`config.mk`:
```
export PLATFORM = sky130hd
export DESIGN_NAME = can_bit_destuffer
export DESIGN_NICKNAME = d
export VERILOG_FILES = /design/src/rtl/can_bit_destuffer.sv
export SDC_FILE = /design/constraint.sdc
export NUM_CORES = 1
export LEC_CHECK = 0
export CAP_MARGIN = 20
export CORE_UTILIZATION = 55
export CTS_BUF_LIST = sky130_fd_sc_hd__clkbuf_16
export DETAILED_ROUTE_END_ITERATION = 7
export GPL_TIMING_DRIVEN = 0
export PLACE_DENSITY = 0.76
export SLEW_MARGIN = 20
export SYNTH_ARGS = -nofsm -noshare
export SYNTH_HDL_FRONTEND = slang
export SYNTH_SLANG_ARGS = --single-unit
```
`constraint.sdc`:
```
create_clock -name clk -period 5.3 [get_ports clk]
set_input_delay 1.06 -clock clk [delete_from_list [all_inputs] [get_ports clk]]
set_output_delay 1.06 -clock clk [all_outputs]
set_load 0.05 [all_outputs]
```
`src/rtl/can_bit_destuffer.sv`:
```
// CAN bit destuffer: removes dynamic and FD fixed stuff bits from the sampled
// bus stream, flags stuff errors, counts removed dynamic stuff bits and
// performs bus integration (bus-idle detection) ahead of the frame maker.
module can_bit_destuffer #(
   parameter int STUFF_LEN  = 5,
   parameter int IDLE_BITS  = 11,
   parameter int FIX_PERIOD = 4
) (
   input  logic       clk,
   input  logic       reset,
   input  logic       SMP_EN,
   input  logic       RX_S,
   input  logic       FD_CRC,
   input  logic       STF_OFF,
   output logic       SP,
   output logic       RX,
   output logic       F_STF,
   output logic [2:0] STF_CNT,
   output logic       BUS_IDLE
);

   localparam int REC_W = $clog2(IDLE_BITS + 1);
   localparam logic [REC_W-1:0] IDLE_MAX  = REC_W'(IDLE_BITS);
   localparam logic [2:0]       STUFF_MAX = 3'(STUFF_LEN);
   localparam logic [2:0]       FIX_MAX   = 3'(FIX_PERIOD);

   typedef enum logic [2:0] {
      S_IDLE,
      S_ACTIVE,
      S_FIXED,
      S_PASS,
      S_ERROR
   } state_t;

   state_t           state;
   logic [2:0]       run;
   logic [2:0]       pos;
   logic             last;
   logic [REC_W-1:0] rec_cnt;

   // Recessive-bit counter increment that saturates at the idle threshold
   function automatic logic [REC_W-1:0] rec_inc(input logic [REC_W-1:0] c);
      if (c >= IDLE_MAX) return IDLE_MAX;
      return c + 1'b1;
   endfunction

   // Destuffing state machine; every decision is taken on a sample strobe
   always_ff @(posedge clk) begin
      if (reset) begin
         state    <= S_IDLE;
         run      <= 3'd0;
         pos      <= 3'd0;
         last     <= 1'b0;
         rec_cnt  <= '0;
         SP       <= 1'b0;
         RX       <= 1'b1;
         F_STF    <= 1'b1;
         STF_CNT  <= 3'd0;
         BUS_IDLE <= 1'b0;
      end else begin
         SP <= 1'b0;
         if (SMP_EN) begin
            case (state)
               S_IDLE: begin
                  SP <= 1'b1;
                  RX <= RX_S;
                  if (RX_S) begin
                     rec_cnt <= rec_inc(rec_cnt);
                     if (rec_inc(rec_cnt) == IDLE_MAX) BUS_IDLE <= 1'b1;
                  end else if (!BUS_IDLE) begin
                     rec_cnt <= '0;
                  end else begin
                     // Start of frame after a completed bus integration
                     state    <= S_ACTIVE;
                     run      <= 3'd1;
                     last     <= 1'b0;
                     STF_CNT  <= 3'd0;
                     BUS_IDLE <= 1'b0;
                     rec_cnt  <= '0;
                  end
               end
               S_ACTIVE: begin
                  if (STF_OFF) begin
                     SP    <= 1'b1;
                     RX    <= RX_S;
                     state <= S_PASS;
                  end else if (FD_CRC) begin
                     // First CRC bit is the fixed stuff bit at position 0
                     if (RX_S == last) begin
                        F_STF   <= 1'b0;
                        rec_cnt <= '0;
                        state   <= S_ERROR;
                     end else begin
                        last  <= RX_S;
                        pos   <= (FIX_MAX == 3'd0) ? 3'd0 : 3'd1;
                        state <= S_FIXED;
                     end
                  end else if (run == STUFF_MAX) begin
                     if (RX_S != last) begin
                        STF_CNT <= STF_CNT + 3'd1;
                        last    <= RX_S;
                        run     <= 3'd1;
                     end else begin
                        F_STF   <= 1'b0;
                        rec_cnt <= '0;
                        state   <= S_ERROR;
                     end
                  end else begin
                     SP <= 1'b1;
                     RX <= RX_S;
                     if (RX_S == last) begin
                        run <= run + 3'd1;
                     end else begin
                        run  <= 3'd1;
                        last <= RX_S;
                     end
                  end
               end
               S_FIXED: begin
                  if (STF_OFF) begin
                     SP    <= 1'b1;
                     RX    <= RX_S;
                     state <= S_PASS;
                  end else if (pos == 3'd0) begin
                     if (RX_S == last) begin
                        F_STF   <= 1'b0;
                        rec_cnt <= '0;
                        state   <= S_ERROR;
                     end else begin
                        last <= RX_S;
                        pos  <= (FIX_MAX == 3'd0) ? 3'd0 : 3'd1;
                     end
                  end else begin
                     SP   <= 1'b1;
                     RX   <= RX_S;
                     last <= RX_S;
                     pos  <= (pos == FIX_MAX) ? 3'd0 : pos + 3'd1;
                  end
               end
               S_PASS: begin
                  SP <= 1'b1;
                  RX <= RX_S;
                  if (!STF_OFF) begin
                     state    <= S_IDLE;
                     rec_cnt  <= RX_S ? REC_W'(1) : '0;
                     BUS_IDLE <= 1'b0;
                  end
               end
               S_ERROR: begin
                  if (RX_S) begin
                     rec_cnt <= rec_inc(rec_cnt);
                     if (rec_inc(rec_cnt) == IDLE_MAX) begin
                        F_STF    <= 1'b1;
                        BUS_IDLE <= 1'b1;
                        state    <= S_IDLE;
                     end
                  end else begin
                     rec_cnt <= '0;
                  end
               end
               default: state <= S_IDLE;
            endcase
         end
      end
   end

endmodule

```
==> impl_metrics.json <==
{
  "vdd_drop_max_mv": 0.347,
  "fin_setup_tns_ns": 0,
  "grt_pass1_vias": 1496,
  "netlist_area_mm2": 0.00157,
  "die_area_mm2": 0.00306,
  "diodes": 0,
  "drt_wl_total_mm": 3.96,
  "syn_nets": 214,
  "cts_tree": "done",
  "synth_edf_count": 0,
  "ys_ff_latch": 21,
  "tightestPinTransition_ns": 0.639,
  "drv_slew": 0,
  "clk_pin_slew_ns": 0.06,
  "path_cells": "clkdlybuf4s50_1, ha_1, clkbuf_1, a211oi_1, nand2_1, or4_1, a21oi_1",
  "synth-seq-area-share_pct": 26.9,
  "p_leak_nw": 0.683,
  "hold_buffers": 0,
  "h-tree-depth": 1,
  "antenna_found_initial": 0,
  "cts.sinks": 21,
  "drtPass1Iterations": 4,
  "antenna_left": 0,
  "die_w_um": 55.3,
  "status": "finished, final reports clean",
  "period_needed_ns": 3.15,
  "multiInputGateArea_mm2": 0.00104,
  "area_delta_synth_final_pct": 15.2,
  "core.rowCount": 18,
  "rsz0062_at_grt": "false",
  "synth_cell_types": 56,
  "insertion_delay_ns": 0.26,
  "synthArstFlopShare_pct": 0,
  "post-cts-setup-buffers": 0,
  "clockBufferDepth": 2,
  "critPathMaxStageDelay_ns": 0.52,
  "wl_per_cell_um": 16.1,
  "p_per_area_mw_per_mm2": 378,
  "drive_gt1_share_pct": 8.33,
  "grt_remaining_overflow": 0,
  "initial_core_util_pct": 60.4,
  "port-buffer-count": 12,
  "core_region_area_mm2": 0.00259,
  "finalClockSkew_ns": 0.00221,
  "layout.nets": 231,
  "final.setup.worst_slack_ns": 2.15,
  "maxSlewHeadroom_pct": 56.7,
  "drc": 0,
  "synth_cells": 200,
  "holdWs_ns": 0.489,
  "area.sequential_um2": 420,
  "grt_max_degree": 13,
  "drv_cap": 0,
  "ctsResizeCount": 0,
  "synth_ff_type": "dfxtp_1",
  "fillers": 230,
  "endpoint_kind": "flip-flop",
  "final_cells": 246,
  "fmaxAchievable_ghz": 0.317,
  "syn_area_per_cell_um2": 7.83,
  "yosysWarnings": 0,
  "slowest_stage": "a211oi_1",
  "min_path_type": "reg2reg",
  "critPathKind": "in2reg",
  "finalCritPeriodShare_pct": 59.5,
  "critPathLaunchType": "primary input",
  "track_usage_pct": 27.4,
  "clockRootBuffer": "clkbuf_16",
  "cts_inserted_buffers": 3,
  "dp_cells": 242,
  "gp_congestion": 0.905,
  "critPathArrivalTime_ns": 3.34,
  "hold_viol": 0,
  "avgViaCountPerCell": 6.38,
  "dp_slack_ns": 1.94,
  "drt_iter0_markers": 75,
  "grt_pass1_wl_mm": 6.82,
  "worst-path-max-fanout": 9,
  "fp.dieH_um": 55.3,
  "pin_count": 13,
  "cp.required_ns": 5.49,
  "num_vias": 1569,
  "finalSetupViolCount": 0,
  "place_hpwl_mm": 2.95
}
-- cell type report --
cell class                 instances  area share (%)
tap                               30            2.08
timing repair buffer              12            6.66
inverter                          14            2.91
buffer                            11            2.91
multi-input combinational        154            57.7
clock buffer                       3            4.16
clock inverter                     1           0.278
sequential                        21            23.3
-- stage by stage --
stage | total power, mW | util [%] | area [µm²]
2_1_floorplan | 0.441 | - | 1570
3_3_place_gp | 0.505 | 66.5 | 1720
3_5_place_dp | 0.516 | 66.5 | 1720
4_1_cts | 0.679 | 69.6 | 1800
5_1_grt | 0.727 | 69.6 | 1800
6_report | 0.681 | 69.6 | 1800
-- report_power, final --
| part | leakage (nW) | total [mW] | switching (mW) | internal, mW |
|---|---|---|---|---|
| Clock | 0.0409 | 0.161 | 0.0593 | 0.101 |
| Sequential | 0.170 | 0.193 | 0.0160 | 0.177 |
| Combinational | 0.472 | 0.328 | 0.199 | 0.129 |
-- cells in the mapped netlist, drive strengths merged (2+ instances only) --
master | n | area [µm²]
a221oi | 3 | 32.5
nand3 | 7 | 35.0
nor3b | 3 | 32.5
nor2b | 7 | 43.8
a31oi | 2 | 12.5
o22ai | 2 | 12.5
nand2 | 22 | 82.6
ha | 8 | 100
or3b | 3 | 28.8
nor4 | 2 | 12.5
clkbuf | 6 | 22.5
o32ai | 3 | 26.3
dfxtp | 21 | 420
a21o | 2 | 15.0
o22a | 2 | 17.5
nand2b | 4 | 25.0
o31a | 2 | 17.5
o31ai | 3 | 22.5
a211oi | 6 | 50.1
buf | 5 | 30.0
inv | 14 | 52.6
a211o | 3 | 26.3
o211ai | 4 | 30.0
or2 | 2 | 12.5
nor2 | 11 | 41.3
a22oi | 2 | 15.0
and2 | 2 | 12.5
o21ai | 13 | 65.1
or3 | 3 | 18.8
a21oi | 11 | 55.1
nor3 | 2 | 10.0
-- per-layer routing --
| metal | routed length (µm) | track usage [%] |
|---|---|---|
| met1 | 1840 | 36.5 |
| met2 | 1880 | 44.8 |
| met3 | 196 | 5.39 |
| met4 | 52 | 8.21 |
| met5 | 0 | 0 |
-- kinds of logic after synthesis --
group,after synthesis,share of synthesized area (%)
fa+ha+maj,9,7.03
flops,21,26.9
compound gates,70,32.7
buf+inv,25,6.71
simple gates,75,26.7
-- sequential cells by signal, indices dropped and copies added, names as in the netlist --
signal	count
rec_cnt	4
BUS_IDLE	1
F_STF	1
SP	1
state	3
RX	1
pos	3
run	3
last	1
STF_CNT	3
-- worst max-delay path, delay by kind of cell --
kind / cells / cell delay (ns)
AOI/OAI and AO/OA: 2 / 0.66
adders and majority gates: 1 / 0.30
buffers and inverters: 2 / 0.69
and+or+nand+nor: 2 / 0.63
-- cells in the final DEF (no fill, tap or decap), types with 3 or more instances in the layout --
cell and count:
ha_1 8, dfxtp_1 21, o211ai_1 4, nand2_1 22, o21ai_0 13, a211o_1 3
or3_1 3, nand3_1 7, clkbuf_16 3, a211oi_1 5, nor2_1 11, clkdlybuf4s50_1 12
o31ai_1 3, inv_1 14, clkbuf_1 6, nand2b_1 4, buf_2 3, o32ai_1 3
a21oi_1 11, nor2b_1 7
-- final timing paths --
kind,startpoint,end,slack (ns),depth (start not counted)
max,RX_S,STF_CNT[2],2.15,7
min,rec_cnt[2],rec_cnt[2],0.49,2
max reg2reg,last,STF_CNT[2],3.05,7
min reg2reg,rec_cnt[2],rec_cnt[2],0.49,2
(Power assumes the default switching activity.)
